`src/rtl/mips_control_ifid_pc_sequencer.sv`:
```
// Fetch-address sequencer for the IF/ID boundary: resolves decode-stage redirects,
// parks redirects that arrive while fetch is stalled, and handles exception entry.
module mips_control_ifid_pc_sequencer #(
    parameter int unsigned      WIDTH        = 32,
    parameter logic [WIDTH-1:0] RESET_VECTOR = WIDTH'(32'hBFC00000),
    parameter logic [WIDTH-1:0] EXC_VECTOR   = WIDTH'(32'hBFC00380),
    parameter int unsigned      DELAY_SLOT   = 1
) (
    input  logic             clock,
    input  logic             reset,
    input  logic             stall,
    input  logic             except,
    input  logic             valid,
    input  logic [1:0]       action,
    input  logic [2:0]       condition,
    input  logic [WIDTH-1:0] decodePc,
    input  logic [WIDTH-1:0] rs,
    input  logic [WIDTH-1:0] rt,
    input  logic [15:0]      offset,
    input  logic [25:0]      index,
    output logic [WIDTH-1:0] pc,
    output logic             flush,
    output logic             addrError,
    output logic [WIDTH-1:0] link,
    output logic             taken
);

    localparam logic [1:0] ACT_INC    = 2'd0;
    localparam logic [1:0] ACT_JUMP   = 2'd1;
    localparam logic [1:0] ACT_JUMPR  = 2'd2;
    localparam logic [1:0] ACT_BRANCH = 2'd3;

    localparam logic [2:0] COND_EQ = 3'd1;
    localparam logic [2:0] COND_NE = 3'd2;
    localparam logic [2:0] COND_LT = 3'd3;
    localparam logic [2:0] COND_LE = 3'd4;
    localparam logic [2:0] COND_GT = 3'd5;
    localparam logic [2:0] COND_GE = 3'd6;

    // Without an architectural delay slot the instruction fetched behind a redirect is squashed.
    localparam logic SQUASH = 1'(DELAY_SLOT == 0);

    typedef enum logic {
        RUN  = 1'b0,
        PEND = 1'b1
    } state_t;

    state_t           state_q, state_d;
    logic [WIDTH-1:0] pend_q, pend_d;
    logic [WIDTH-1:0] pc_d;
    logic             flush_d;
    logic             addr_err_d;

    logic [WIDTH-1:0] pc_inc;
    logic [WIDTH-1:0] dec_pc4;
    logic [WIDTH-1:0] br_offset;
    logic [WIDTH-1:0] br_target;
    logic [WIDTH-1:0] j_target;
    logic [WIDTH-1:0] target;
    logic             rs_zero;
    logic             rs_neg;
    logic             cond_true;
    logic             misalign;

    assign pc_inc    = pc + WIDTH'(4);
    assign dec_pc4   = decodePc + WIDTH'(4);
    assign link      = decodePc + WIDTH'(8);
    assign br_offset = {{(WIDTH-18){offset[15]}}, offset, 2'b00};
    assign br_target = dec_pc4 + br_offset;
    assign j_target  = {dec_pc4[WIDTH-1:28], index, 2'b00};
    assign rs_zero   = (rs == '0);
    assign rs_neg    = rs[WIDTH-1];

    // Branch condition; the ordered compares are rs against zero, signed.
    always_comb begin
        cond_true = 1'b0;
        case (condition)
            COND_EQ: cond_true = (rs == rt);
            COND_NE: cond_true = (rs != rt);
            COND_LT: cond_true = rs_neg;
            COND_LE: cond_true = rs_neg || rs_zero;
            COND_GT: cond_true = !rs_neg && !rs_zero;
            COND_GE: cond_true = !rs_neg;
            default: cond_true = 1'b0;
        endcase
    end

    // Redirect decision and target for the instruction currently in decode.
    always_comb begin
        taken    = 1'b0;
        target   = dec_pc4;
        misalign = 1'b0;
        case (action)
            ACT_INC: begin
                taken  = 1'b0;
                target = dec_pc4;
            end
            ACT_JUMP: begin
                taken  = valid;
                target = j_target;
            end
            ACT_JUMPR: begin
                taken    = valid && (rs[1:0] == 2'b00);
                misalign = valid && (rs[1:0] != 2'b00);
                target   = rs;
            end
            ACT_BRANCH: begin
                taken  = valid && cond_true;
                target = br_target;
            end
            default: begin
                taken  = 1'b0;
                target = dec_pc4;
            end
        endcase
    end

    always_ff @(posedge clock or posedge reset) begin
        if (reset) begin
            state_q   <= RUN;
            pend_q    <= '0;
            pc        <= RESET_VECTOR;
            flush     <= 1'b0;
            addrError <= 1'b0;
        end else begin
            state_q   <= state_d;
            pend_q    <= pend_d;
            pc        <= pc_d;
            flush     <= flush_d;
            addrError <= addr_err_d;
        end
    end

    // One rule per edge: except > stall > pending redirect > taken > increment.
    always_comb begin
        state_d    = state_q;
        pend_d     = pend_q;
        pc_d       = pc_inc;
        flush_d    = 1'b0;
        addr_err_d = 1'b0;
        if (except) begin
            state_d    = RUN;
            pend_d     = '0;
            pc_d       = EXC_VECTOR;
            flush_d    = 1'b1;
            addr_err_d = misalign && (state_q == RUN);
        end else if (stall) begin
            pc_d = pc;
            if ((state_q == RUN) && taken) begin
                pend_d  = target;
                state_d = PEND;
            end
        end else if (state_q == PEND) begin
            pc_d    = pend_q;
            state_d = RUN;
            flush_d = SQUASH;
        end else if (taken) begin
            pc_d    = target;
            flush_d = SQUASH;
        end else begin
            addr_err_d = misalign;
        end
    end

endmodule

```
`config.mk`:
```
export PLATFORM = sky130hd
export DESIGN_NAME = mips_control_ifid_pc_sequencer
export DESIGN_NICKNAME = d
export VERILOG_FILES = /design/src/rtl/mips_control_ifid_pc_sequencer.sv
export SDC_FILE = /design/constraint.sdc
export NUM_CORES = 1
export LEC_CHECK = 0
export CORE_MARGIN = 5
export CORE_UTILIZATION = 50
export CTS_CLUSTER_SIZE = 20
export DETAILED_ROUTE_END_ITERATION = 16
export HOLD_SLACK_MARGIN = 0.03
export PLACE_DENSITY = 0.83
export SYNTH_ARGS = -nofsm -noshare
export SYNTH_HDL_FRONTEND = slang
export SYNTH_SLANG_ARGS = --single-unit
```
`constraint.sdc`:
```
create_clock -name clock -period 2.8 [get_ports clock]
set_input_delay 0.56 -clock clock [delete_from_list [all_inputs] [get_ports clock]]
set_output_delay 0.56 -clock clock [all_outputs]
set_load 0.02 [all_outputs]
```
==> metrics.md, run 1 <==
| Metric | Value |
|---|---|
| Status | stopped before the end |
| Fail Step | global routing |
| Run Error | [ERROR GRT-0232] Routing congestion too high. Check the congestion heatmap in the GUI. |
| H-tree depth | 3 |
| CTS Buf Count | 9 |
| DP Wirelength | between 20 and 30 mm |
| Worst_ep grt | pc[21]$_DFFE_PP0N_/D |
| Pin count of the biggest net entering global routing | 31 |
| Initial core utilization | between 50% and 60% |
| Port Buf Inserts | between 200 and 250 |
| Gr ovfl total | 31 |
| Top_reg_cell synth | dfrtp_1 |
| Routability cong. | just under 1 |
| Cell chosen for the clock root | clkbuf_16 |
| Flops & latches, synth | 67 |
| Cell Area, Placed | roughly 0.012 mm^2 |
| Overall routing resource usage | 75.6% |
| Worst EP kind | register input |
| Synth Area per Inst | approximately 7.8 um^2 |
| Post-synthesis cell type count | 77 |
| EDFF count, synth | 0 |
| Max Root-Sink Buffers | 2 |
| Sequential area share after synthesis | about 22% |
| Initial antenna violation count | 8 |
| Yosys warning count | 0 |
| Placed Cells incl. Taps | around 1600 |
| Post-synth ARST share | 100% |
| CTS Sinks | 67 |
| Syn Nets | around 1200 |
| DIE HEIGHT | 134 um |
| Post-synthesis cell area | ~0.0077 mm^2 |
| CTS Hold Bufs | 0 |
| Cells after Synth | 983 |
| Num ports | around 220 |
| FP Rows | 45 |
| Die width | about 130 um |
==> metal layers <==
| metal | GRT overflow | track usage, % |
|---|---|---|
| met3 | 0 | 63.7 |
| met1 | 0 | 73.5 |
| met5 | 0 | 24.7 |
| met4 | 19 | 78.3 |
| met2 | 12 | 90.7 |
==> logic make-up after synthesis <==
kind of cell / count (synthesis) / synth area share, %
AO/OA/AOI/OAI: 264 / 23.9
buffers and inverters: 82 / 4.65
AND/OR/NAND/NOR: 392 / 24.9
XOR/XNOR: 119 / 13.8
multiplexers: 22 / 4.57
flip-flops: 67 / 22.0
adder cells (fa/ha/maj): 37 / 6.14
==> cells in the mapped netlist (22+ instances only) <==
library cell  instances  share of area (%)
a21oi_1              71                4.6
and3_1               22                1.8
clkbuf_1             31                1.5
dfrtp_1              58                 19
ha_1                 36                5.9
inv_1                26                1.3
nand2_1             106                5.2
nand3_1              34                2.2
nor2_1              109                5.3
nor3_1               29                1.9
o21ai_0              35                2.3
xnor2_1              53                6.1
xor2_1               64                7.3
==> repair_timing <==
action / 4_1_cts
pin swaps: 123
gates cloned: 1
gates resized for setup: 407
buffers inserted: 53
setup endpoints to repair: 91
==> per-stage QoR <==
stage          setup slack [ns]  util, %  setup TNS [ns]  hold slack, ns
2_1_floorplan            -0.773        -          -21.46           0.489
3_3_place_gp              -1.47     80.1          -90.23           0.504
3_5_place_dp              -1.59     80.1          -95.99           0.509
4_1_cts                  -0.765     87.9          -21.27           0.526
==> run 2: changes to the inputs <==
- CORE_UTILIZATION: 50 -> 40
- CTS_CLUSTER_SIZE: 20 -> default
- HOLD_SLACK_MARGIN: 0.03 -> default
- PLACE_DENSITY: 0.83 -> default
- PLACE_DENSITY_LB_ADDON: default -> 0.15
==> run 2 against run 1 <==
Effect of this change: the flow now finishes, with violations (setup timing); synthesized cell count unchanged; area after synthesis unchanged.
==> metrics.md, run 2 <==
| Metric | Value |
|---|---|
| Top_reg_cell synth | dfrtp_1 |
| Max FO, Critical Path | 4 |
| Overall routing resource usage | between 30% and 40% |
| Initial core utilization | approximately two fifths |
| Post-synthesis cell area | approximately 0.0077 mm^2 |
| Overall routed net length | 35.8 mm |
| Status | complete, but fails checks |
| Yosys top cell area share | a little under a fifth |
| Synth area leaders | dfrtp_1, xor2_1, xnor2_1 |
| Wire per inst | ~20 um |
| Worst-Skew Late Latency | 0.34 ns |
| FP Rows | 50 |
| Most common cell in the synthesized netlist | nor2_1 |
| Post-Layout Cell Count | 1750 |
| Slowest CP cell | mux4_2 |
| Worst VDD drop | approximately 0.23 mV |
| Hold_ws | between 0.5 and 0.6 ns |
| Yosys warning count | 0 |
| Failing checks | setup timing |
| Most frequent cells in the layout | buf_4, clkdlybuf4s50_1, nand2_1, nor2_1, buf_6 |
| DRC Markers | 0 |
| Die width | between 100 and 150 um |
| Final setup viols | 55 |
| Area delta synth->final | 88.5% |
| H-tree depth | 3 |
| Cell taking the most area after synthesis | dfrtp_1 |
| Share of layout cells above drive strength 1 | between 40 and 50% |
| CTS Buf Count | 9 |
| Final Max Tran Viols | 0 |
| Register area | between 0.0015 and 0.002 mm^2 |
| Hold Vio Cnt, Final | 0 |
| Place WS | -1.59 ns |
| Sequential area share after synthesis | 22.0% |
| Syn Nets | ~1200 |
| Buf+Inv Stages, Crit Path | 1 |
| Synth Area per Inst | between 7 and 8 um^2 |
| First-pass GRT wire length | approximately 54 mm |
| Routability cong. | roughly 0.95 |
| DIE AREA | around 0.022 mm^2 |
| Cells after Synth | approximately 1000 |
| Pwr Density | between 300 and 400 mW/mm^2 |
| Vias per cell | between 5 and 6 |
| Relative slew margins | 67.0% |
| Crit. End Element | flop |
| RSZ-0062 raised after global routing | true |
| Post-route setup slack | -0.753 ns |
| Synth top cells by count | nor2_1, nand2_1, a21oi_1 |
| Final min period | around 3.6 ns |
| Port Buf Inserts | approximately 210 |
| Placed Cells incl. Taps | ~1600 |
| Commonest non-fill, non-tap cell in the layout | buf_4 |
| Lkg Pwr | around 6.4 nW |
| Post-synth ARST share | 100% |
| CTS Hold Bufs | 0 |
| Cell chosen for the clock root | clkbuf_16 |
| Most used cell along the critical path | and3_4 |
| Post-DRT Antenna Nets | 0 |
| DP Wirelength | 25.8 mm |
| Cells along the critical path | buf_8, ha_4, and3_4, and3_4, nand2_2, xnor2_2, ha_1, a21oi_2, o22ai_2, or3_4, o22ai_4, xnor2_1, mux4_2, nor3_4, nor2_1, a221o_1 |
| Post-Route Skew | around 0.0064 ns |
| CP peak stage delay | between 0.5 and 0.6 ns |
| Max Root-Sink Buffers | 2 |
| Hold Path Class | reg2reg |
| Peak Freq | between 200 and 300 MHz |
| Vias in the first global route | between 10000 and 15000 |
| Class of the most critical setup path | in2reg |
| Pin count of the biggest net entering global routing | slightly below 70 |
| Initial antenna violation count | 2 |
| Layout fillers | about 1300 |
| Data arrival time of the worst path | roughly 3.8 ns |
| Vias | around 10000 |
| TritonRoute pass-1 iters | 5 |
| CTS clk-pin slew, worst paths | around 0.050 ns |
| EDFF count, synth | 0 |
| CTS tree | built |
| CTS Sinks | 67 |
| Num ports | roughly 220 |
| Biggest regs | pc x32, pend_q x32 |
| Nets@finish | ~1700 |
| Max-cap violations | 0 |
| Footprint of the multi-input gates | approximately 0.0073 mm^2 |
| Gr ovfl total | 0 |
| Flops & latches, synth | 67 |
| Crit share post-route | 127% |
| CP Data Required Time | around 3.0 ns |
| 1st-iter DRT viols | about 850 |
| DIE HEIGHT | around 150 um |
| CP delay by family, top | simple AND/OR/NAND/NOR gates |
| Tightest Pin Transition | between 0.4 and 0.5 ns |
| Core Region | roughly 0.019 mm^2 |
| Post-synthesis cell type count | 77 |
| Crit start category | input pin |
## run 2: cell counts after synthesis
No cell type changed its count.
## run 2: cell type report
cell class | count | area share, %
multi-input cells | 834 | 50.3
repair buffers | 572 | 33.4
flip-flops and latches | 67 | 11.7
well taps | 234 | 2.03
clock buffers | 14 | 1.83
inverters | 26 | 0.676
clock inverters | 2 | 0.0693
diodes | 1 | 0.0173
## run 2: worst paths after layout
check                            startpoint          to  slack, ns  cells past startpoint
worst min-delay path             pend_q[29]  pend_q[29]       0.52                      2
worst min register to register   pend_q[29]  pend_q[29]       0.52                      2
worst max-delay path            decodePc[3]      pc[14]      -0.75                     16
worst max register to register        pc[2]      pc[30]       0.25                     10
min in group asynchronous             reset  pend_q[30]       0.61                      3
max in group asynchronous             reset      pc[22]       1.87                      3
## run 2: cell families (layout without fill, tap and decap cells)
kind of cell,after synthesis,in the layout,synth area share (%)
other cells,0,1,0
compound gates,264,264,23.9
fa+ha+maj,37,37,6.14
buf+inv,82,614,4.65
mux,22,22,4.57
xor+xnor,119,119,13.8
flops,67,67,22.0
simple gates,392,392,24.9
## run 2: metal layers
layer  vias to the layer above  track usage [%]  wire length [um]
met5                         -                0                20
met4                         2             13.3              1560
met3                        93             6.22              2550
met2                       461             51.2             17400
met1                      4830             37.8             14300
li1                       4666                -                 -
## run 2: through the flow
step | TNS, ns | total power (W) | util [%] | instance area [um^2]
after floorplan | -21.46 | 0.00204 | - | 7970
after global placement | -93.37 | 0.00301 | 65.0 | 12200
after detailed placement | -97.17 | 0.00303 | 65.0 | 12200
after CTS | -20.55 | 0.00432 | 72.6 | 13600
after global routing | -33.97 | 0.00475 | 76.9 | 14400
final | -26.77 | 0.00455 | 76.9 | 14400
## run 2: what timing repair did
item                                    in CTS  in global routing
pin swaps                                  170                125
setup buffers                               58                 34
endpoints found under the setup margin      92                 77
resized for setup                          431                254
gates cloned                                 1                  0
hold endpoints to repair                     0                  0
## run 2: power by group
| part | leakage, nW | total [W] | switching (W) | internal [W] |
|---|---|---|---|---|
| clock | 0.137 | 0.00106 | 0.000418 | 0.000645 |
| combinational | 5.40 | 0.00239 | 0.00119 | 0.00120 |
| sequential | 0.873 | 0.00110 | 0.0000676 | 0.00103 |
## run 2: worst reg2reg max path, delay by kind of cell (launching register included)
| family | cells | cell delay [ns] |
|---|---|---|
| simple gates | 6 | 1.21 |
| fa+ha+maj | 1 | 0.27 |
| flops | 1 | 0.48 |
| xor+xnor | 1 | 0.15 |
| compound gates | 2 | 0.36 |
(Power assumes the default switching activity.)
==> run 3: changes to the inputs <==
- CORE_MARGIN: 5 -> default
==> run 3 against run 2 <==
Effect of this change: sequential power about the same; register-to-register slack gained 0.08 ns; highest routed layer is now met4; power grew 5.4%; non-clock buffer count shrank 12; critical endpoint is now pc[21]; clock power is 24% higher; via count rose by 0.87%; clock skew about the same; worst hold slack improved by 0.0051 ns; the run still ends with setup timing left; flip-flop and latch count unchanged.
==> metrics.md, run 3 (same netlist as run 2, synthesis figures left out) <==
| Metric | Value |
|---|---|
| Status | complete, but fails checks |
| Failing checks | setup timing |
| Most frequent cells in the layout | buf_4, clkdlybuf4s50_1, nand2_1, nor2_1, dfrtp_1 |
| Relative slew margins | about 68% |
| Vias | between 10000 and 15000 |
| Overall routing resource usage | 33.9% |
| Vias per cell | about 6 |
| Core Region | approximately 0.019 mm^2 |
| First-pass GRT wire length | around 52 mm |
| DIE HEIGHT | between 100 and 150 um |
| Worst VDD drop | about 0.33 mV |
| CTS Sinks | 67 |
| Crit. End Element | flop |
| TritonRoute pass-1 iters | 9 |
| DIE AREA | 0.0197 mm^2 |
| CTS Buf Count | 9 |
| DRC Markers | 0 |
| Lkg Pwr | between 6 and 7 nW |
| Biggest regs | pc x32, pend_q x32 |
| CTS tree | built |
| Layout fillers | between 1000 and 1500 |
| Slowest CP cell | or4_4 |
| Class of the most critical setup path | in2reg |
| Setup_tns | -24.37 ns |
| Pin count of the biggest net entering global routing | 30 |
| Post-DRT Antenna Nets | 0 |
| Max Root-Sink Buffers | 2 |
| Peak Freq | 286 MHz |
| Routability cong. | approximately 0.96 |
| Final Max Tran Viols | 0 |
| Cells along the critical path | buf_12, ha_4, nand2_4, or4_4, buf_4, nor2_4, xor2_2, ha_4, a21o_1, a31oi_4, o21ai_2, inv_1, a21boi_2, o31ai_2, buf_4, nor2_2, o41ai_2, a22o_1 |
| H-tree depth | 3 |
| Max FO, Critical Path | 5 |
| Port Buf Inserts | 214 |
| 1st-iter DRT viols | ~920 |
| Initial core utilization | between 40% and 50% |
| Max-cap violations | 0 |
| Commonest non-fill, non-tap cell in the layout | buf_4 |
| FP Rows | 50 |
| Nets@finish | 1683 |
| Hold_ws | around 0.53 ns |
| CP peak stage delay | 0.55 ns |
| Gr ovfl total | 0 |
| CP Data Required Time | between 3 and 4 ns |
| DP Wirelength | ~26 mm |
| RSZ-0062 raised after global routing | true |
| Wire per inst | between 20 and 25 um |
| Crit start category | input pin |
| Initial antenna violation count | 1 |
| Data arrival time of the worst path | 3.77 ns |
| Post-route setup slack | -0.693 ns |
| CTS clk-pin slew, worst paths | about 0.05 ns |
| Tightest Pin Transition | a little under 0.5 ns |
| Area delta synth->final | 87.9% |
| Hold Vio Cnt, Final | 0 |
| Pwr Density | about 330 mW/mm^2 |
| Crit share post-route | 125% |
| Hold Path Class | reg2reg |
| Post-Route Skew | 0.00654 ns |
| Overall routed net length | between 30 and 40 mm |
| Share of layout cells above drive strength 1 | between 40% and 50% |
| Worst-Skew Late Latency | 0.34 ns |
| Die width | about 140 um |
| Cell chosen for the clock root | clkbuf_16 |
| Final setup viols | 52 |
| Num ports | between 200 and 250 |
| Vias in the first global route | 9713 |
| Final min period | between 3 and 4 ns |
-- run 3: through the flow --
stage	setup WS [ns]	util (%)	power (W)	instances	area, um^2
2_1_floorplan	-0.773	-	0.00204	983	7970
3_3_place_gp	-1.57	65.4	0.00303	1651	12300
3_5_place_dp	-1.60	65.4	0.00305	1651	12300
4_1_cts	-0.643	72.6	0.00455	1718	13600
5_1_grt	-0.827	76.7	0.00497	1738	14400
6_report	-0.693	76.7	0.00480	1738	14400
-- run 3: worst paths after layout --
check	depth (start not counted)	slack, ns	start	to
worst max-delay path	18	-0.69	decodePc[3]	pc[21]
worst min-delay path	2	0.53	pend_q[29]	pend_q[29]
worst max register to register	10	0.33	pc[2]	pc[30]
worst min register to register	2	0.53	pend_q[29]	pend_q[29]
max in group asynchronous	3	1.63	reset	pc[28]
min in group asynchronous	2	0.57	reset	pend_q[26]
-- run 3: area by class of cell --
class                      count  area [um^2]  area share (%)
multi-input combinational    834         7190            50.0
timing repair buffer         560         4780            33.2
sequential                    67         1690            11.7
tap                          234          293            2.03
clock buffer                  11          243            1.69
clock inverter                 5          100           0.695
inverter                      26          100           0.695
antenna                        1         2.50          0.0174
-- run 3: per-layer routing --
layer / global-route usage (%) / wire, um
met1: 43.2 / 14400
met2: 58.3 / 17000
met3: 4.21 / 2320
met4: 13.4 / 1580
met5: 0 / 0
-- run 3: what timing repair did --
action | in CTS | in global routing
resized for setup | 383 | 200
endpoints found under the hold margin | 0 | 0
setup buffers | 51 | 29
setup endpoints to repair | 91 | 80
hold buffers | 0 | 0
gates cloned | 0 | 0
pin swaps | 138 | 117
-- run 3: power by group --
group	total, W	internal, W	switching, W
logic	0.00238	0.00120	0.00119
clock network	0.00131	0.000891	0.000422
registers	0.00110	0.00103	0.0000663
total	0.00480	0.00312	0.00168
-- run 3: critical path, delay by kind of cell --
family                     cells  cell delay (ns)
xor gates and xnor gates       1             0.21
adders and majority gates      2             0.38
buffers and inverters          4             0.52
and+or+nand+nor                4             0.75
AOI/OAI and AO/OA              7             1.34
==> run 4: changes to the inputs <==
- CORE_UTILIZATION: 40 -> 45
- GPL_TIMING_DRIVEN: default -> 0
- clock period: 2.8 -> 4.1 ns (I/O delays scaled with it)
==> run 4 against run 3 <==
Effect of this change: the flow now finishes without violations; die area shrank 11%; power shrank 45%; clock power shrank 45%; register-to-register slack gained 1.1 ns; critical path depth shrank 9; first-iteration DRC count shrank 8.1%.
==> metrics.md, run 4 (same netlist as run 2, synthesis figures left out) <==
| Metric | Value |
|---|---|
| Status | complete, no violations |
| Post-route setup slack | between 0.06 and 0.07 ns |
| Port Buf Inserts | 206 |
| Overall routing resource usage | 33.2% |
| Global route hottest layer | met2 |
| Num ports | approximately 220 |
| H-tree depth | 3 |
| Share of layout cells above drive strength 1 | 18.4% |
| Hold Path Class | reg2reg |
| Crit share post-route | between 90% and 100% |
| 1st-iter DRT viols | between 800 and 900 |
| Overall routed net length | 29.9 mm |
| Final min period | 4.04 ns |
| CTS Sinks | 67 |
| Total power | between 0.002 and 0.003 W |
| Max Root-Sink Buffers | 2 |
| First-pass GRT wire length | about 46 mm |
| Met3 Use GR | between 4 and 5% |
| Post-Route Skew | between 0.004 and 0.005 ns |
| Layout fillers | 1453 |
| Data arrival time of the worst path | ~3.2 ns |
| Routability cong. | 0.919 |
| FP Rows | 47 |
| TritonRoute pass-1 iters | 6 |
| Lkg Pwr | 4.43 nW |
| Die width | approximately 130 um |
| Pin count of the biggest net entering global routing | 68 |
| Placed Cells incl. Taps | about 1400 |
| Area delta synth->final | 45.1% |
| DIE AREA | 0.0176 mm^2 |
| Slowest CP cell | clkdlybuf4s50_1 |
| Gr ovfl total | 0 |
| CTS clk-pin slew, worst paths | roughly 0.050 ns |
| Vias per cell | between 6 and 7 |
| Biggest regs | pc x32, pend_q x32 |
| Cells along the critical path | clkdlybuf4s50_1, xor2_1, nor4_1, nand4_1, o41a_1, a21oi_2, buf_4, inv_1, clkdlybuf4s15_2 |
| Relative slew margins | 34.9% |
| Nets@finish | 1411 |
| DIE HEIGHT | between 100 and 150 um |
| Core Region | between 0.015 and 0.02 mm^2 |
| Post-DRT Antenna Nets | 0 |
| Buf+Inv Stages, Crit Path | 4 |
| Final setup viols | 0 |
| CP peak stage delay | between 0.5 and 0.6 ns |
| Worst-Skew Late Latency | approximately 0.34 ns |
| Final Max Tran Viols | 0 |
| CTS tree | built |
| CTS Hold Bufs | 0 |
| DRC Markers | 0 |
| Pwr Density | around 240 mW/mm^2 |
| Initial antenna violation count | 1 |
| GR Layer Usage met1 | between 40% and 50% |
| Met2 GRT Util | between 50% and 60% |
| Vias in the first global route | 8406 |
| CTS Buf Count | 9 |
| Worst VDD drop | between 0.2 and 0.3 mV |
| Vias | roughly 8800 |
| Class of the most critical setup path | in2out |
| CP delay by family, top | buffers and inverters |
| Commonest non-fill, non-tap cell in the layout | clkdlybuf4s50_1 |
| Max-cap violations | 0 |
| Crit. End Element | output pin |
| Wire per inst | between 20 and 25 um |
| Most frequent cells in the layout | clkdlybuf4s50_1, nor2_1, nand2_1, xor2_1, a21oi_1 |
| Place WS | -1.27 ns |
| Tightest Pin Transition | a little under 1 ns |
| Peak Freq | 248 MHz |
| Initial core utilization | a little under half |
| Hold Vio Cnt, Final | 0 |
| Max FO, Critical Path | 3 |
| Cell chosen for the clock root | clkbuf_16 |
| Crit start category | input pin |
| DP Wirelength | around 23 mm |
| CP Data Required Time | around 3.3 ns |
| Post-Layout Cell Count | 1452 |
run 4: cell types whose count changed in the layout (fill, tap and decap cells not counted), sizes merged:
cell	before	now
dlygate4sd2	31	6
dlymetal6s2s	10	6
clkbuf	32	55
clkdlybuf4s50	104	180
buf	379	54
clkdlybuf4s15	15	1
bufinv	3	0
run 4: tightest hold or removal path, cell delays in order, from the launching register on:
cell     delay (ns)
dfrtp_1        0.37
nand2_1        0.06
a21oi_1        0.05
run 4: routing by layer:
layer | up-vias | wire length [um]
met2 | 450 | 14400
met4 | 0 | 1220
met1 | 4193 | 12100
li1 | 4090 | -
met5 | - | 0
met3 | 82 | 2210
run 4: metrics by stage:
stage               area (um^2)  TNS, ns  utilization (%)  hold WS, ns
floorplan                  7660        0                -        0.482
finish                    11100        0             67.0        0.523
global route              11100  -0.0983             67.0        0.542
detailed placement        10000   -44.78             60.3        0.516
CTS                       10700  -0.0105             64.5        0.524
global placement          10000   -45.05             60.3        0.508
run 4: worst paths after layout:
check / cells after the start / slack, ns / to / start
worst min register to register: 2 / 0.52 / pend_q[14] / pend_q[14]
min in group asynchronous: 2 / 1.01 / pend_q[29] / reset
worst max-delay path: 9 / 0.06 / taken / rs[29]
worst min-delay path: 2 / 0.52 / pend_q[14] / pend_q[14]
max in group asynchronous: 2 / 2.53 / pend_q[20] / reset
worst max register to register: 10 / 1.40 / pc[30] / pc[3]
run 4: power breakdown:
group	switching, W	leakage, nW	internal (W)
logic	0.000647	3.42	0.000529
registers	0.0000448	0.873	0.000707
clock network	0.000278	0.137	0.000440
run 4: what timing repair did:
action                                  in CTS  in global routing
endpoints found under the setup margin      59                 42
resized for setup                           98                 99
pin swaps                                   20                 47
buffers inserted                            15                 13
run 4: final cells by class:
cell class / count / area, um^2 / area share [%]
plain buffers: 54 / 268 / 2.41
multi-input cells: 834 / 6290 / 56.5
clock buffers: 14 / 264 / 2.37
clock inverters: 2 / 10.0 / 0.0900
well taps: 220 / 275 / 2.48
repair buffers: 234 / 2220 / 20.0
flip-flops and latches: 67 / 1690 / 15.2
inverters: 26 / 100 / 0.900
diodes: 1 / 2.50 / 0.0225
